`src/rtl/crossbar_output_arbiter.sv`:
```
// Per-output round-robin arbiter for an N x N crossbar. Each input names one
// destination output. Each output grants at most one requester per cycle. The
// winning set is registered as a per-input route/enable configuration.
// Optional feature: define CROSSBAR_ARB_LOCK_EN to hold an output on one input
// until that input's req_last beat (packet lock).
module crossbar_output_arbiter #(
  parameter int unsigned N = 8,
  localparam int unsigned ROUTE_BITS = $clog2(N)
) (
  input  logic                               clk,
  input  logic                               rst,
  input  logic [N-1:0]                       req_valid,
  input  logic [N-1:0][ROUTE_BITS-1:0]       req_route,
  input  logic [N-1:0]                       req_last,
  output logic [N-1:0]                       req_ready,
  output logic [N-1:0][ROUTE_BITS-1:0]       route,
  output logic [N-1:0]                       output_enable,
  output logic [15:0]                        conflict_cnt
);

  logic [N-1:0][ROUTE_BITS-1:0] ptr_q, ptr_d;
  logic [N-1:0][ROUTE_BITS-1:0] route_q, route_d;
  logic [N-1:0]                 oe_q, oe_d;
  logic [15:0]                  cnt_q, cnt_d;

  // elig[j][i]: input i may compete for output j this cycle
  logic [N-1:0][N-1:0]          elig;
  logic [N-1:0]                 win_valid;
  logic [N-1:0][ROUTE_BITS-1:0] win_idx;
  logic [N-1:0]                 ready_c;
  logic                         conflict;

`ifdef CROSSBAR_ARB_LOCK_EN
  logic [N-1:0]                 locked_q, locked_d;
  logic [N-1:0][ROUTE_BITS-1:0] owner_q, owner_d;
`else
  logic unused_last;
  assign unused_last = ^req_last;
`endif

  // Candidate matrix, masked to the lock owner when an output is locked.
  always_comb begin
    elig = '0;
    for (int unsigned j = 0; j < N; j++) begin
      for (int unsigned i = 0; i < N; i++) begin
        elig[j][i] = req_valid[i] && (req_route[i] == ROUTE_BITS'(j));
`ifdef CROSSBAR_ARB_LOCK_EN
        if (locked_q[j] && (owner_q[j] != ROUTE_BITS'(i))) begin
          elig[j][i] = 1'b0;
        end
`endif
      end
    end
  end

  // Round-robin pick per output. The scan runs from the farthest offset back
  // to ptr so that the nearest candidate is written last and wins.
  always_comb begin
    win_valid = '0;
    win_idx   = '0;
    for (int unsigned j = 0; j < N; j++) begin
      for (int k = int'(N) - 1; k >= 0; k--) begin
        if (elig[j][ptr_q[j] + ROUTE_BITS'(k)]) begin
          win_valid[j] = 1'b1;
          win_idx[j]   = ptr_q[j] + ROUTE_BITS'(k);
        end
      end
    end
  end

  // Grant back to inputs. An input asks for one output, so it wins at most once.
  always_comb begin
    ready_c = '0;
    for (int unsigned i = 0; i < N; i++) begin
      ready_c[i] = req_valid[i] && win_valid[req_route[i]] &&
                   (win_idx[req_route[i]] == ROUTE_BITS'(i));
    end
    if (rst) begin
      ready_c = '0;
    end
    conflict = |(req_valid & ~ready_c);
  end

  // Next-state for pointers, lock state, config and conflict counter.
  always_comb begin
    ptr_d = ptr_q;
`ifdef CROSSBAR_ARB_LOCK_EN
    locked_d = locked_q;
    owner_d  = owner_q;
`endif
    for (int unsigned j = 0; j < N; j++) begin
      if (win_valid[j]) begin
`ifdef CROSSBAR_ARB_LOCK_EN
        // Pointer moves only when the packet ends; mid-packet it holds.
        if (req_last[win_idx[j]]) begin
          ptr_d[j]    = win_idx[j] + ROUTE_BITS'(1);
          locked_d[j] = 1'b0;
        end else begin
          locked_d[j] = 1'b1;
          owner_d[j]  = win_idx[j];
        end
`else
        ptr_d[j] = win_idx[j] + ROUTE_BITS'(1);
`endif
      end
    end
    for (int unsigned i = 0; i < N; i++) begin
      route_d[i] = ready_c[i] ? req_route[i] : '0;
    end
    oe_d  = ready_c;
    cnt_d = (conflict && (cnt_q != 16'hFFFF)) ? cnt_q + 16'd1 : cnt_q;
  end

  // State registers with synchronous reset.
  always_ff @(posedge clk) begin
    if (rst) begin
      ptr_q   <= '0;
      route_q <= '0;
      oe_q    <= '0;
      cnt_q   <= '0;
`ifdef CROSSBAR_ARB_LOCK_EN
      locked_q <= '0;
      owner_q  <= '0;
`endif
    end else begin
      ptr_q   <= ptr_d;
      route_q <= route_d;
      oe_q    <= oe_d;
      cnt_q   <= cnt_d;
`ifdef CROSSBAR_ARB_LOCK_EN
      locked_q <= locked_d;
      owner_q  <= owner_d;
`endif
    end
  end

  assign req_ready     = ready_c;
  assign route         = route_q;
  assign output_enable = oe_q;
  assign conflict_cnt  = cnt_q;

endmodule
```
`config.mk`:
```
export PLATFORM = sky130hd
export DESIGN_NAME = crossbar_output_arbiter
export DESIGN_NICKNAME = d
export VERILOG_FILES = /design/src/rtl/crossbar_output_arbiter.sv
export SDC_FILE = /design/constraint.sdc
export NUM_CORES = 1
export LEC_CHECK = 0
export ABC_AREA = 1
export ABC_CLOCK_PERIOD_IN_PS = 5400
export CAP_MARGIN = 10
export CELL_PAD_IN_SITES_DETAIL_PLACEMENT = 0
export CELL_PAD_IN_SITES_GLOBAL_PLACEMENT = 1
export CORE_MARGIN = 1
export CORE_UTILIZATION = 42
export DETAILED_ROUTE_END_ITERATION = 8
export PLACE_DENSITY = 0.95
export SLEW_MARGIN = 20
export SYNTH_ARGS = -nofsm -noshare
export SYNTH_HDL_FRONTEND = slang
export SYNTH_SLANG_ARGS = --single-unit
export TNS_END_PERCENT = 5
```
`constraint.sdc`:
```
create_clock -name clk -period 5.4 [get_ports clk]
set_input_delay 0.81 -clock clk [delete_from_list [all_inputs] [get_ports clk]]
set_output_delay 0.81 -clock clk [all_outputs]
set_load 0.01 [all_outputs]
```
-- After elaboration in Yosys (flattened, before gate mapping)
Index checks and enable logic that the tools add are counted.
W data, S select, Z words.
- bits in registers: 72
- input bits: 42
- logic and storage cells: 617
- add/sub/neg operators: 65
- $lt $le $gt $ge: 72
- eq/ne operators: 64
- multiplexer cells: 289
- bitwise operators: 10
- reductions and logical operators: 99
- operators by type and width (operator ; count):
    $lt A3 B4 Y1 const B ; 72
    $bmux W1 S3 ; 72
    $mux W3 ; 72
    $mux W1 ; 136
    $eq A3 B3 Y1 const B ; 36
    $add A3 B3 Y3 const B ; 32
    $logic_and A1 B1 Y1 ; 81
    $bmux W3 S3 ; 8
    $eq A3 B2 Y1 const B ; 18
    $add A3 B1 Y3 const B ; 16
    $add A3 B2 Y3 const B ; 16
    $eq A3 B1 Y1 const B ; 9
    $logic_not A3 Y1 ; 9
    $add A16 B1 Y16 const B ; 1
    $ne A16 B16 Y1 const B ; 1
    $reduce_or A2 Y1 ; 8
    $and A8 B8 Y8 ; 1
    $mux W8 ; 1
    $not A1 Y1 ; 8
    $not A8 Y8 ; 1
    $reduce_or A8 Y1 ; 1

-- Depth between registers and ports, before layout
Gate-level depths: netlist of the first run.
- depth after elaboration: 21
- mapped depth: 32
- mapped depth without buffers: 31

-- Worst setup path after synthesis of the first run
OpenSTA, ideal clock, no wires.
- path type: input to output
- from: input port req_route[16] (netlist bit)
- to: output port req_ready[7]
- arrival: 2.640 ns
- data required time: 4.590 ns
- setup slack: 1.950 ns
- stages on the path: 19
- cell sequence: nor2_1 nand4_1 nand3_1 nand2_1 o21ai_0 nand2_1 nand2_1 nand2_1 nand2_1 nand2_1 nand2_1 nand2_1 nand2_2 nand3_1 a21oi_1 nand2_1 nand2_1 nand3_1 inv_1
- word-level cells in the longest chain between the ends: 17
- elaborated cells between the ends (all ways): 280
- classes of those cells: eq/ne (8); mux (261); reduce/logical (11)
- ends and longest elaborated chain (item ; line ; RTL):
    from (decl) ; 13 ; input logic [N-1:0][ROUTE_BITS-1:0] req_route,
    $eq A3 B1 Y1 (tied with other cells) ; 46 ; elig[j][i] = req_valid[i] && (req_route[i] == ROUTE_BITS'(j));
    $logic_and A1 B1 Y1 ; 46 ;
    $bmux W1 S3 ; 63 ; if (elig[j][ptr_q[j] + ROUTE_BITS'(k)]) begin
    $mux W1 (implied by the code) ; 63 ;
    $mux W3 or $mux W1 (tied branches) (8 in series) ; 63 ;
    $bmux W3 S3 or $bmux W1 S3 (tied branches) ; 76, 75 ;
    $mux W3 (implied by the code) or $mux W1 (tied branches) ; 76, 75 ;
    $eq A3 B3 Y1 or $logic_and A1 B1 Y1 (tied branches) ; 76, 75 ;
    $logic_and A1 B1 Y1 * ; 75 ; ready_c[i] = req_valid[i] && win_valid[req_route[i]] &&
    $mux W8 * ; 78 ; if (rst) begin
    to (decl) ; 15 ; output logic [N-1:0] req_ready,
Mark *: on every way between the ends. The rest lies on a longest branch, timed or not. The select of a mux whose other input is x is not followed.

-- Worst setup path after layout of the first run
- from: input port req_route[12] (netlist bit)
- to: output port req_ready[5]
The elaborated chain is that of the path after synthesis.

==> impl_metrics.env, run 1 <==
export IMPL_yosys_area_share_adder_pct=2.29
export IMPL_cts_max_level=3
export IMPL_worstPathArrival_ns=4.39
export IMPL_cts_max_path_buffers=2
export IMPL_yosys_cell_types_count=36
export IMPL_cap_violations=0
export IMPL_antenna_found_initial=0
export IMPL_wl_per_cell_um=16.2
export IMPL_yosysMostFrequentCell="nand2_1"
export IMPL_dieWidth_um=151
export IMPL_dr_total_vias=12243
export IMPL_synth_common_cells="627 x nand2_1, 347 x nand3_1, 218 x inv_1, 167 x nor2_1, 104 x a21oi_1"
export IMPL_synth_warnings=0
export IMPL_hpwl_um=28700
export IMPL_ys_ff_latch=72
export IMPL_synthesis_nets=1867
export IMPL_detail_route_antenna_nets=0
export IMPL_tritoncts_num_buffers=9
export IMPL_synthArstFlopShare_pct=0
export IMPL_grt_pass1_vias=10727
export IMPL_final_cell_area_um2=11000
export IMPL_grt_max_degree=30
export IMPL_port_buffers=89
export IMPL_synth_edf_count=0
export IMPL_synth_top_cell_area_share_pct=25.3
export IMPL_max_stage_delay_ns=0.68
export IMPL_syn_cell_area_um2=9300
export IMPL_clk_pin_slew_ns=0.07
export IMPL_synth_xor_xnor_area_share_pct=4.24
export IMPL_hold_viol=0
export IMPL_synthSimpleGateAreaFrac_pct=56.1
export IMPL_worst_pin_slew_ns=0.693
export IMPL_grt_ovfl_total=0
export IMPL_syn_inst=1808
export IMPL_rsz0062_at_grt="yes"
export IMPL_crit_family="buffers and inverters"
export IMPL_path_max_fanout=6
export IMPL_crit_type="in2out"
export IMPL_cp_common_cell="nand2_1"
export IMPL_cp_required_ns=4.59
export IMPL_hold_class="reg2reg"
export IMPL_clockRootBuffer="clkbuf_16"
export IMPL_via_per_inst=5.57
export IMPL_io_pins=98
export IMPL_rows=54
export IMPL_critPathSlowestCell="clkdlybuf4s50_1"
export IMPL_start_kind="input port"
export IMPL_status="complete, no violations"
export IMPL_syn2layout_area_growth_pct=18.6
export IMPL_drive_gt1_share_pct=6.93
export IMPL_synth_top_flop_cell="dfxtp_1"
export IMPL_dpl_cell_area_um2=10700
export IMPL_path_cells="clkdlybuf4s50_1 > nand2_1 > inv_2 > nand3_1 > nand3_1 > nand2_1 > o21ai_1 > a21oi_1 > o21ai_1 > nand3_1 > nand2_2 > inv_2 > nand2_1 > nand2_1 > inv_1 > nand4_1 > a21oi_1 > nand2_1 > inv_1 > clkdlybuf4s50_1"
export IMPL_path_buf_inv=6
export IMPL_start_util_pct=42.7
export IMPL_muxShareOfSynthArea_pct=0
export IMPL_post_cts_buffers=0
export IMPL_synth_compound_area_share_pct=10.1
export IMPL_gp_congestion=1.06
export IMPL_die_h_um=151
export IMPL_die_area_um2=22700
export IMPL_synth_top_family_by_area="simple AND/OR/NAND/NOR gates"
export IMPL_grt_pass1_wl_um=55600
export IMPL_avgSynthCellArea_um2=5.14
export IMPL_seq_area_frac_synth_pct=15.5
export IMPL_min_period_over_period_pct=96.2
export IMPL_cts_tree="built"
export IMPL_dr_pass1_iters=7
export IMPL_drc=0
export IMPL_clock_sinks=72
export IMPL_wl_um=35700
export IMPL_insertion_delay_ns=0.36
export IMPL_maxSlewViolCount=0
export IMPL_grt_use_total_pct=31.5
export IMPL_drtIter0Drc=1414
export IMPL_coreArea_um2=21800
export IMPL_fin_tns_setup_ns=0
export IMPL_yosysTopAreaCell="nand2_1"
export IMPL_max_slew_margin_pct=53.7
export IMPL_worst_setup_path_end_kind="output port"
export IMPL_finalClockSkew_ns=0.0162
export IMPL_nets=1973
export IMPL_utilization_pct=50.7
export IMPL_ys_top_cells_by_area="nand2_1 25%, nand3_1 19%, dfxtp_1 15%"
export IMPL_n_antenna_cell=0
export IMPL_period_minus_slack_ns=5.20
export IMPL_fmax_ghz=0.192
export IMPL_setup_viol=0
export IMPL_hold_slack_ns=0.507
-- registers in the layout (all words and copies together) (netlist names) --
signal,cells
ptr_q,24
route,24
conflict_cnt,16
output_enable,8
-- area by class of cell --
cell class                      count  area, um2
Clock inverter                      7       65.1
Clock buffer                        9        225
Fill cell                        2334      10700
Multi-Input combinational cell   1454       6830
Timing Repair Buffer              126       1170
Sequential cell                    72       1440
Inverter                          251        950
Tap cell                          280        350
-- path summary, 6_finish.rpt --
kind	startpoint	to	slack (ns)	cells after the start
worst max-delay path	req_route[12]	req_ready[5]	0.20	20
worst min register to register	conflict_cnt[14]	conflict_cnt[14]	0.51	2
worst max register to register	ptr_q[4]	conflict_cnt[13]	1.00	28
worst min-delay path	conflict_cnt[14]	conflict_cnt[14]	0.51	2
-- timing repair --
action / CTS / global route
hold buffers: 0 / 0
gates resized for setup: 0 / 26
setup endpoints to repair: 0 / 8
-- tightest hold or removal path, delay by kind of cell, from the launching register on --
family / cells / cell delay, ns
AND/OR/NAND/NOR: 1 / 0.07
flip-flops: 1 / 0.34
AO/OA/AOI/OAI: 1 / 0.05
-- through the flow --
step | instances | worst slack [ns]
floorplan | 1808 | 1.95
global placement | 2183 | 0.267
CTS | 2199 | 0.243
finish | 2199 | 0.205
global route | 2199 | -0.00823
detailed placement | 2183 | 0.257
-- logic make-up after synthesis --
logic type	Yosys count
simple gates	1216
buf+inv	282
compound gates	176
flops	72
xor+xnor	45
fa+ha+maj	17
-- cells in the final DEF, fill, tap and decap left out, types with 15 or more instances in the layout --
cell             instances
nand2_2                 15
nor2_2                  21
clkdlybuf4s50_1         87
o21ai_0                 36
xnor2_1                 19
nand3_1                347
nor2_1                 150
nand2_1                627
nand4_1                 22
inv_2                   24
a21oi_1                104
xor2_1                  26
inv_1                  218
dfxtp_1                 70
buf_4                   37
ha_1                    17
-- metal layers --
layer / GRT usage [%] / routed length, um
met5: 0 / 0
met4: 12.0 / 1340
met3: 6.39 / 3240
met2: 50.7 / 16000
met1: 41.3 / 15000
Power of run 1 is not shown: default switching activity piles up to over one toggle a cycle in this logic, so the estimate is an artifact.
==> run 2, diff against run 1 <==
- CTS_CLUSTER_DIAMETER: default -> 80
- GPL_ROUTABILITY_DRIVEN: default -> 0
==> impl_metrics.env, run 2 (synthesized netlist as in run 1, its figures left out) <==
export IMPL_path_max_fanout=9
export IMPL_path_buf_inv=6
export IMPL_drtIter0Drc=1490
export IMPL_grt_use_total_pct=30.6
export IMPL_crit_type="in2out"
export IMPL_cp_required_ns=4.59
export IMPL_hold_class="reg2reg"
export IMPL_clock_sinks=72
export IMPL_post_cts_buffers=0
export IMPL_die_area_um2=22700
export IMPL_drive_gt1_share_pct=6.68
export IMPL_start_kind="input port"
export IMPL_hold_viol=0
export IMPL_nets=1970
export IMPL_hold_end="conflict_cnt[14]"
export IMPL_dieWidth_um=151
export IMPL_clockRootBuffer="clkbuf_16"
export IMPL_path_cells="clkdlybuf4s50_1 > inv_1 > nand2_1 > nor2_1 > nand2_1 > nand3_1 > nand3_1 > nand2_1 > inv_2 > nand3_1 > nand3_1 > nand2_1 > nand2_1 > nand2_1 > nand2_1 > nand2_2 > inv_2 > nand2_1 > nand4_1 > a21oi_1 > nand2_1 > inv_1 > clkdlybuf4s50_1"
export IMPL_worstPathArrival_ns=4.42
export IMPL_coreArea_um2=21800
export IMPL_final_common_cell="nand2_1"
export IMPL_status="complete, no violations"
export IMPL_reg2reg_depth=25
export IMPL_start_util_pct=42.7
export IMPL_rrSetupSlack_ns=0.93
export IMPL_min_from="conflict_cnt[14]"
export IMPL_multiInputGateArea_um2=6820
export IMPL_critPathSlowestCell="clkdlybuf4s50_1"
export IMPL_dr_total_vias=12205
export IMPL_crit_family="simple AND/OR/NAND/NOR gates"
export IMPL_fmax_ghz=0.191
export IMPL_n_antenna_cell=0
export IMPL_max_stage_delay_ns=0.54
export IMPL_cap_violations=0
export IMPL_regArea_um2=1440
export IMPL_clk_pin_slew_ns=0.07
export IMPL_io_pins=98
export IMPL_max_slew_margin_pct=43.6
export IMPL_final_cell_mix="626 x nand2_1, 347 x nand3_1, 218 x inv_1, 151 x nor2_1, 104 x a21oi_1"
export IMPL_rows=54
export IMPL_die_h_um=151
export IMPL_wl_um=34900
export IMPL_insertion_delay_ns=0.36
export IMPL_min_path_cells=2
export IMPL_worst_pin_slew_ns=0.841
export IMPL_drc=0
export IMPL_n_fill_cell=2344
export IMPL_utilization_pct=50.7
export IMPL_grt_pass1_vias=10777
export IMPL_min_period_over_period_pct=96.8
export IMPL_finalClockSkew_ns=0.0113
export IMPL_antenna_found_initial=0
export IMPL_cts_max_level=3
export IMPL_cp_common_cell="nand2_1"
export IMPL_cts_tree="built"
export IMPL_cts_max_path_buffers=2
export IMPL_syn2layout_area_growth_pct=18.6
export IMPL_tritoncts_num_buffers=9
export IMPL_maxSlewViolCount=0
export IMPL_worst_setup_path_end_kind="output port"
export IMPL_via_per_inst=5.56
export IMPL_dr_pass1_iters=6
export IMPL_worstSetupPathDepth=23
export IMPL_port_buffers=89
export IMPL_wl_per_cell_um=15.9
export IMPL_setup_viol=0
export IMPL_r2r_end="conflict_cnt[6]"
export IMPL_detail_route_antenna_nets=0
export IMPL_grt_max_degree=31
export IMPL_r2r_start="ptr_q[13]"
export IMPL_period_minus_slack_ns=5.23
export IMPL_hpwl_um=27800
export IMPL_grt_pass1_wl_um=54600
export IMPL_grt_ovfl_total=0
-- run 2: worst max path at each step --
stage	startpoint	end	slack, ns
after floorplan	req_route[16]	req_ready[7]	1.95
after global placement	req_route[5]	req_ready[2]	0.31
after detailed placement	req_valid[1]	req_ready[6]	0.24
after CTS	req_valid[1]	req_ready[6]	0.23
after global routing	req_route[4]	req_ready[3]	-0.002
final	req_route[11]	req_ready[3]	0.17
-- run 2: area by class of cell --
| cell class | instances | share of cell area (%) |
|---|---|---|
| inverter | 251 | 8.57 |
| tap | 280 | 3.18 |
| sequential | 72 | 13.1 |
| clock buffer | 9 | 2.04 |
| timing repair buffer | 123 | 10.4 |
| multi-input combinational | 1454 | 61.8 |
| clock inverter | 7 | 0.941 |
-- run 2: what timing repair did --
action | in CTS | in global routing
setup endpoints to repair | 0 | 5
resized for setup | 0 | 21
hold buffers | 0 | 0
-- run 2: routing by layer --
metal / vias to the layer above / global-route usage, % / part of all wire (%)
met5: - / 0 / 0
met4: 0 / 14.9 / 5.3
met3: 138 / 5.36 / 9.5
met2: 673 / 48.5 / 43
met1: 5369 / 40.0 / 42
li1: 6025 / - / -
-- run 2: per-stage QoR --
step | setup slack [ns] | TNS [ns] | cell area [um2] | cells | hold WS (ns)
final | 0.172 | 0 | 11000 | 2196 | 0.508
after global routing | -0.00184 | -0.00184 | 11000 | 2196 | 0.524
after CTS | 0.226 | 0 | 11000 | 2196 | 0.512
after detailed placement | 0.244 | 0 | 10600 | 2180 | 0.502
after global placement | 0.314 | 0 | 10600 | 2180 | 0.480
after floorplan | 1.95 | 0 | 9300 | 1808 | 0.495
-- run 2: worst reg2reg max path: stages, from the launching register on --
cell and delay (ns):
dfxtp_1 0.54, clkinv_1 0.33, ha_1 0.51, inv_1 0.18, nand3_1 0.14, nand2_1 0.08, o21ai_0 0.31, nor2_1 0.11
a21oi_1 0.14, nand3_1 0.13, nand2_1 0.21, inv_2 0.11, nand2_1 0.07, o21ai_1 0.05, inv_1 0.06, nand2_1 0.05
a21oi_1 0.15, nand2_1 0.11, buf_4 0.18, nand2_1 0.12, nand2_1 0.10, nor2_4 0.14, nand2_4 0.16, nand2_4 0.20
nand2_1 0.09, a21oi_1 0.13
Power of run 2 is left out for the same reason.
